--- config.mk ---
export PLATFORM = sky130hd
export DESIGN_NAME = dual_seg7_ctrl
export DESIGN_NICKNAME = d
export VERILOG_FILES = /design/src/rtl/dual_seg7_ctrl.sv
export SDC_FILE = /design/constraint.sdc
export NUM_CORES = 1
export LEC_CHECK = 0
export BUFFER_PORTS_ARGS = -buffer_cell sky130_fd_sc_hd__buf_4
export CELL_PAD_IN_SITES_DETAIL_PLACEMENT = 2
export CELL_PAD_IN_SITES_GLOBAL_PLACEMENT = 2
export CORE_UTILIZATION = 25
export DETAILED_ROUTE_END_ITERATION = 10
export GPL_ROUTABILITY_DRIVEN = 1
export GPL_TIMING_DRIVEN = 0
export PLACE_DENSITY = 0.58
export SLEW_MARGIN = 20
export SYNTH_ARGS = -nofsm -noshare
export SYNTH_HDL_FRONTEND = slang
export SYNTH_SLANG_ARGS = --single-unit
--- constraint.sdc ---
create_clock -name clk -period 2.7 [get_ports clk]
set_input_delay 0.27 -clock clk [delete_from_list [all_inputs] [get_ports clk]]
set_output_delay 0.27 -clock clk [all_outputs]
set_load 0.01 [all_outputs]
--- src/rtl/dual_seg7_ctrl.sv ---
// dual_seg7_ctrl
//   Sequencing controller for the dual seven-segment display pair. After reset
//   it runs a lamp test for LAMP_CYCLES cycles. It then accepts display values
//   over a valid/ready handshake. While blink_req is high it can blink the
//   shown value.
//
// Optional feature macro: DUAL_SEG7_BLINK_EN
//   Defined:   blink counter and phase register are built, and blink_req is honoured.
//   Undefined: no blink logic is built, blink_req is ignored, and SHOW keeps blank=0.
//
// Parameters
//   LAMP_CYCLES  post-reset lamp test length in cycles (>= 1)
//   BLINK_HALF   blink half-period in cycles (>= 1)
//
// Ports
//   clk         single clock, rising edge
//   reset       synchronous active-high reset
//   load_valid  new display value offered
//   load_data   offered value, [7:4] upper digit, [3:0] lower digit
//   load_ready  controller accepts a value this cycle
//   blink_req   level, blink the shown value while high
//   test_req    level, manual lamp test while high
//   push_out    value to the display pair
//   blank       blank request to both digits
//   test        lamp-test request to both digits
//   state_o     current state (LAMP=0, IDLE=1, SHOW=2)
//
// state | meaning
// ------+----------------------------------------------------------
// LAMP  | power-on lamp test, test=1, handshake closed
// IDLE  | waiting for the first value, display blanked
// SHOW  | showing the latched value, blank follows the blink phase

module dual_seg7_ctrl #(
  parameter int LAMP_CYCLES = 25_000_000,
  parameter int BLINK_HALF  = 12_500_000
) (
  input  logic       clk,
  input  logic       reset,
  input  logic       load_valid,
  input  logic [7:0] load_data,
  output logic       load_ready,
  input  logic       blink_req,
  input  logic       test_req,
  output logic [7:0] push_out,
  output logic       blank,
  output logic       test,
  output logic [1:0] state_o
);

  typedef enum logic [1:0] {
    ST_LAMP = 2'd0,
    ST_IDLE = 2'd1,
    ST_SHOW = 2'd2
  } state_t;

  localparam int LAMP_W = $clog2(LAMP_CYCLES + 1);
  localparam logic [LAMP_W-1:0] LAMP_LAST = LAMP_W'(LAMP_CYCLES - 1);

  state_t            state_q;
  logic [LAMP_W-1:0] lamp_cnt_q;
  logic [7:0]        push_q;
  logic              blank_q;
  logic              test_q;
  logic              ready_q;

  logic accept;
  logic show_blank_d;

  assign accept = load_valid && ready_q;

`ifdef DUAL_SEG7_BLINK_EN
  localparam int BLINK_W = $clog2(BLINK_HALF + 1);
  localparam logic [BLINK_W-1:0] BLINK_LAST = BLINK_W'(BLINK_HALF - 1);

  logic [BLINK_W-1:0] blink_cnt_q, blink_cnt_d;
  logic               phase_q, phase_d;

  // An accept always restarts the blink from the visible phase, even when it
  // coincides with a terminal count.
  always_comb begin
    blink_cnt_d = blink_cnt_q;
    phase_d     = phase_q;
    if (state_q != ST_SHOW || accept || !blink_req) begin
      blink_cnt_d = '0;
      phase_d     = 1'b0;
    end else if (blink_cnt_q == BLINK_LAST) begin
      blink_cnt_d = '0;
      phase_d     = ~phase_q;
    end else begin
      blink_cnt_d = blink_cnt_q + BLINK_W'(1);
    end
  end

  assign show_blank_d = phase_d;
`else
  logic unused_cfg;
  assign unused_cfg   = blink_req | (BLINK_HALF == 0);
  assign show_blank_d = 1'b0;
`endif

  always_ff @(posedge clk) begin
    if (reset) begin
      state_q    <= ST_LAMP;
      lamp_cnt_q <= '0;
      push_q     <= 8'h00;
      blank_q    <= 1'b0;
      test_q     <= 1'b1;
      ready_q    <= 1'b0;
`ifdef DUAL_SEG7_BLINK_EN
      blink_cnt_q <= '0;
      phase_q     <= 1'b0;
`endif
    end else begin
`ifdef DUAL_SEG7_BLINK_EN
      blink_cnt_q <= blink_cnt_d;
      phase_q     <= phase_d;
`endif
      case (state_q)
        ST_LAMP: begin
          if (lamp_cnt_q == LAMP_LAST) begin
            state_q    <= ST_IDLE;
            lamp_cnt_q <= '0;
            blank_q    <= 1'b1;
            ready_q    <= 1'b1;
            test_q     <= test_req;
          end else begin
            lamp_cnt_q <= lamp_cnt_q + LAMP_W'(1);
          end
        end
        ST_IDLE: begin
          test_q <= test_req;
          if (accept) begin
            state_q <= ST_SHOW;
            push_q  <= load_data;
            blank_q <= show_blank_d;
          end else begin
            blank_q <= 1'b1;
          end
        end
        ST_SHOW: begin
          test_q  <= test_req;
          blank_q <= show_blank_d;
          if (accept) push_q <= load_data;
        end
        default: begin
          state_q    <= ST_LAMP;
          lamp_cnt_q <= '0;
          blank_q    <= 1'b0;
          test_q     <= 1'b1;
          ready_q    <= 1'b0;
        end
      endcase
    end
  end

  assign load_ready = ready_q;
  assign push_out   = push_q;
  assign blank      = blank_q;
  assign test       = test_q;
  assign state_o    = state_q;

endmodule
==> results of run 1 <==
==> worst max-delay path by stage <==
| stage | start | to | slack, ps |
|---|---|---|---|
| CTS | state_o[1] | lamp_cnt_q[21] | 10 |
| global route | state_o[1] | lamp_cnt_q[21] | 70 |
| finish | state_o[1] | lamp_cnt_q[21] | 250 |
| floorplan | state_o[0] | lamp_cnt_q[19] | 420 |
| detailed placement | state_o[1] | lamp_cnt_q[21] | -3 |
| global placement | state_o[1] | lamp_cnt_q[0] | 20 |
==> worst max-delay path: cells and delay by family (launching register included) <==
family | cells | cell delay, ps
and+or+nand+nor | 3 | 1040
adders and majority gates | 1 | 430
DFF | 1 | 410
buffers and inverters | 2 | 350
AOI/OAI and AO/OA | 1 | 160
==> per-stage QoR <==
step / hold slack (ps) / utilization (%)
2_1_floorplan: 414 / -
6_report: 199 / 32.6
3_5_place_dp: 480 / 30.6
4_1_cts: 187 / 32.3
5_1_grt: 200 / 32.6
3_3_place_gp: 473 / 30.6
==> state kept, by name, summed over array words and instances, names as in the netlist <==
| signal | count |
|---|---|
| test | 1 |
| push_out | 8 |
| blank | 1 |
| load_ready | 1 |
| lamp_cnt_q | 25 |
| state_o | 2 |
==> cell usage after synthesis <==
cell type	instances
a311oi_1	1
nand4_1	8
and3_1	2
o31ai_1	7
xnor2_1	5
or3b_2	1
nor2b_1	1
a211oi_1	1
nor4_1	4
nand4b_1	1
nor3b_1	2
and2_1	1
and4b_1	1
a21oi_1	11
nand3b_1	2
o31ai_2	1
nor4b_1	2
or2_2	1
clkbuf_1	8
ha_1	5
and3_2	1
o21a_1	1
o41ai_1	1
xor2_1	8
a21boi_0	1
o211ai_1	1
nand2_1	7
buf_2	3
nand3_2	1
mux2i_1	11
nor3_1	3
and3b_1	1
inv_1	4
o21ai_0	5
and4_1	1
or3_1	3
dfxtp_1	38
nand3_1	15
or4_1	9
nor2_1	30
==> layout make-up <==
cell class,count,area [um2],area share (%)
plain buffers,10,45.0,1.99
inverters,4,15.0,0.664
multi-input cells,156,1020,45.0
clock inverters,3,45.0,1.99
clock buffers,5,68.8,3.04
well taps,96,120,5.31
repair buffers,25,188,8.30
flip-flops and latches,38,761,33.6
==> logic make-up (layout without fill, tap and decap cells) <==
logic type	Yosys count	in the layout	share of synthesized area [%]
multiplexers	11	11	6.01
adder cells (fa/ha/maj)	5	5	3.42
buffers and inverters	15	47	3.28
AND/OR/NAND/NOR	97	97	29.0
XOR/XNOR	13	13	6.22
AO/OA/AOI/OAI	30	30	10.5
flip-flops	38	38	41.5
==> report_power, final <==
| group | total, mW | switching (mW) | internal, mW | leakage, nW |
|---|---|---|---|---|
| sequential | 0.568 | 0.00455 | 0.563 | 0.307 |
| combinational | 0.0364 | 0.0195 | 0.0169 | 0.475 |
| clock | 0.499 | 0.224 | 0.275 | 0.0504 |
==> metal layers <==
layer | track usage [%] | part of all wire, %
met1 | 18.5 | 49
met4 | 4.92 | 1.2
met2 | 22.9 | 48
met5 | 0 | 0
met3 | 3.11 | 2.2
==> what timing repair did <==
action	4_1_cts	5_1_grt
buffers inserted	0	2
gates resized for setup	1	7
endpoints found under the setup margin	3	21
==> metrics.txt, run 1 <==
first-pass GRT wire length=8200 um; Vias/cell=4.91; most frequent cells in the layout=dfxtp_1, nor2_1, buf_4; Layout area overhead=23.4%; Synth top area share=around 42%; WHS Endpoint=push_out[7]; final setup TNS=0 ps; Area contributors post-synth=dfxtp_1, nor2_1, mux2i_1; Synth area leader=dfxtp_1; Worst R2R Path Depth=7; Worst-Margin Slew=576 ps; Worst R2R Start=state_o[1]; 1st-pass router iterations=4; r2r setup slk=250 ps; critical path arrival=2670 ps; P_leak=0.831 nW; Synth cell types=40; worst vdd ir=between 0.2 and 0.25 mV; CTS clk-pin slew, worst paths=80 ps; Placed Cells=between 300 and 400; full die area=around 7700 um2; Mapped Area=1830 um2; num rows=30; DP Area=2120 um2; # DRC=0; r2r endpoint=lamp_cnt_q[21]; Max Slew Vio Count=0; post-route cell area=2260 um2; Setup Viol. Count Final=0; clk buf depth=2; RePlAce Congestion=0.681; Crit path largest cell delay=520 ps; Routed Antenna Nets=0; Max Cap Viol=0; Layout Skew=around 4.7 ps; Initial Utilization=26.4%; DIE HEIGHT=87.6 um; cts hold-fix bufs=0; Synth Register Bits=38; I/O Buffers=23; Tmin final=2450 ps; total CTS buffers=5; Setup WS post-layout=252 ps; Syn Area/Cell=about 8.8 um2; GR Overflow Total=0; DP HPWL=3750 um; Pwr Total=1.10 mW; vias in the first global route=about 1700; Skew-Pair Late Insertion Delay=300 ps; Power Density=488 nW/um2; Peak Freq=between 400 and 500 MHz; filler cell count=823; hold path depth=3; share of the yosys chip area belonging to registers=41.5%; fin crit share=just over 90%; CTS Sinks=38; Setup crit start kind=flip-flop; CTS root buf=clkbuf_8; setup slack at placement=-2.85 ps; Hold Fails Final Rpt=0; worst-path cell chain=inv_1 -> ha_1 -> and4b_2 -> nand3_1 -> clkbuf_2 -> or4_1 -> a21oi_1; GRT Total Usage=14.1%; core footprint=6940 um2; RSZ-0062 raised after global routing=no; status=finished clean; Syn Inst Count=between 200 and 250; nets=258; Post-Route WL=around 5000 um; worst min path class=in2reg; ANT cells=0; syn nets=227; initial antenna violation count=0; drt initial violations=34; average wire per standard cell=14.9 um; most common cell after layout, fill and taps aside=dfxtp_1; Ys Warns=0; die width=87.6 um; CP max FO=10; H-tree levels=2; Worst path slowest cell=or4_1; crit end category=flip-flop; Slew HR=about 61%; CTS tree=done; critical path class=reg2reg; IO Count=26; vias=1655; required time worst endpoint=2930 ps; Non-Filler Instances=337; beginning of the worst hold path=load_data[7]; layout cells sized above 1=19.1%; pin count of the biggest net entering global routing=14
No activity file was read; power rests on OpenSTA's default activity.
==> run 2: changes to the inputs <==
- CTS_BUF_LIST: unset -> sky130_fd_sc_hd__clkbuf_8
- clock period: 2.7 -> 2.8 ns (I/O delays scaled with it)
==> run 2 against run 1 <==
Effect of this change: cell area is 0.50% lower; die area stayed put; clock skew hardly changed; critical endpoint unchanged; largest cell class unchanged; largest power group unchanged.
==> metrics.txt, run 2 (same netlist as run 1, synthesis figures left out) <==
P_leak=0.822 nW; Worst path slowest cell=or4_1; Skew-Pair Late Insertion Delay=~300 ps; Layout area overhead=22.8%; H-tree levels=2; Initial Utilization=26.4%; most frequent cells in the layout=dfxtp_1, nor2_1, buf_4; register area=761 um2; Worst-Margin Slew=576 ps; Routed Antenna Nets=0; drt initial violations=32; CTS root buf=clkbuf_8; status=finished clean; critical path arrival=2790 ps; pin count of the biggest net entering global routing=14; vias=1634; clk buf depth=2; first-pass GRT wire length=~8200 um; average wire per standard cell=~15 um; post-route cell area=around 2200 um2; Max Cap Viol=0; Power Density=473 nW/um2; Hold Fails Final Rpt=0; Post-CTS Setup Repair Bufs=0; crit end category=flip-flop; worst vdd ir=0.212 mV; DP HPWL=around 3700 um; required time worst endpoint=a little over 3000 ps; vias in the first global route=1674; Top Usage Layer GRT=met2; DP Area=about 2100 um2; Tmin final=2560 ps; Peak Freq=~400 MHz; Worst R2R Start=state_o[1]; GR Overflow Total=0; CTS Sinks=38; Slew HR=between 60% and 70%; CTS tree=done; CP startpoint=state_o[1]; CTS clk-pin slew, worst paths=80 ps; Post-Route WL=4960 um; fin crit share=91.5%; filler cell count=822; total CTS buffers=5; full die area=7670 um2; DIE HEIGHT=just under 90 um; GRT Total Usage=14.1%; worst-path cell chain=inv_1 -> ha_1 -> clkbuf_1 -> and4b_2 -> nand3_1 -> clkbuf_2 -> or4_1 -> a21oi_1; worst min path class=in2reg; final setup TNS=0 ps; Setup Viol. Count Final=0; RePlAce Congestion=0.681; met2 GRT Util=22.9%; beginning of the worst hold path=load_data[7]; Crit path largest cell delay=520 ps; IO Count=26; # DRC=0; Non-Filler Instances=336; largest register by flop count=lamp_cnt_q; met1 Track Usage GR=18.5%; initial antenna violation count=0; most common cell after layout, fill and taps aside=dfxtp_1; I/O Buffers=23; max reg flops=25; CP max FO=10; layout cells sized above 1=a little under a fifth; ANT cells=0; die width=87.6 um; Setup crit start kind=flip-flop; area of the multi-input gates=1020 um2; core footprint=roughly 7000 um2; cell family with most CP delay=simple AND/OR/NAND/NOR gates; Max Slew Vio Count=0; Vias/cell=roughly 4.9; RSZ-0062 raised after global routing=no; global routing usage on met3=a little over 3%; 1st-pass router iterations=4; nets=257; crit path buf inv count=3; fin util=32.4%; Placed Cells=328; critical path class=reg2reg; Layout Skew=4.44 ps; num rows=30
==> run 2: cell types whose count changed in the layout (fill, tap and decap cells not counted) <==
cell	previous run	this run
buf_4	25	23
clkbuf_1	4	5
==> run 2: path summary, 6_finish.rpt <==
path                    end  slack [ps]  depth (start not counted)
min             push_out[7]         210                          3
max reg2reg  lamp_cnt_q[21]         240                          8
min reg2reg           blank         480                          2
max          lamp_cnt_q[21]         240                          8
==> run 2: stage by stage <==
| stage | worst slack (ps) | power, mW | hold slack, ps |
|---|---|---|---|
| floorplan | 525 | 0.576 | 424 |
| global placement | 117 | 0.595 | 473 |
| detailed placement | 97.1 | 0.596 | 480 |
| CTS | 65.1 | 1.09 | 197 |
| global route | 13.4 | 1.11 | 210 |
| finish | 239 | 1.06 | 210 |
==> run 2: power by group <==
part           total (mW)  leakage (nW)  internal [mW]  switching (mW)
Clock               0.481        0.0504          0.265           0.216
Combinational      0.0348         0.465         0.0161          0.0188
Sequential          0.548         0.307          0.543         0.00447
Total                1.06         0.822          0.825           0.239
==> run 2: worst reg2reg max path: stages (launching register included) <==
cell and delay [ps]:
dfxtp_1 410, inv_1 120, ha_1 280, clkbuf_1 220
and4b_2 410, nand3_1 150, clkbuf_2 220, or4_1 520
a21oi_1 160
==> run 2: repair_timing <==
action / CTS / global route
gates resized for setup: 0 / 8
hold buffers: 0 / 0
endpoints found under the setup margin: 0 / 13
==> run 2: layer usage <==
| metal | up-vias | part of all wire (%) |
|---|---|---|
| met5 | - | 0 |
| met4 | 0 | 1.3 |
| met3 | 7 | 2.1 |
| met2 | 17 | 47 |
| met1 | 793 | 49 |
| li1 | 817 | - |
==> run 2: area by class of cell <==
class,count,share of cell area [%]
flip-flops and latches,38,33.8
clock inverters,3,2.00
multi-input cells,156,45.3
inverters,4,0.667
clock buffers,5,3.06
well taps,96,5.34
plain buffers,11,2.17
repair buffers,23,7.68
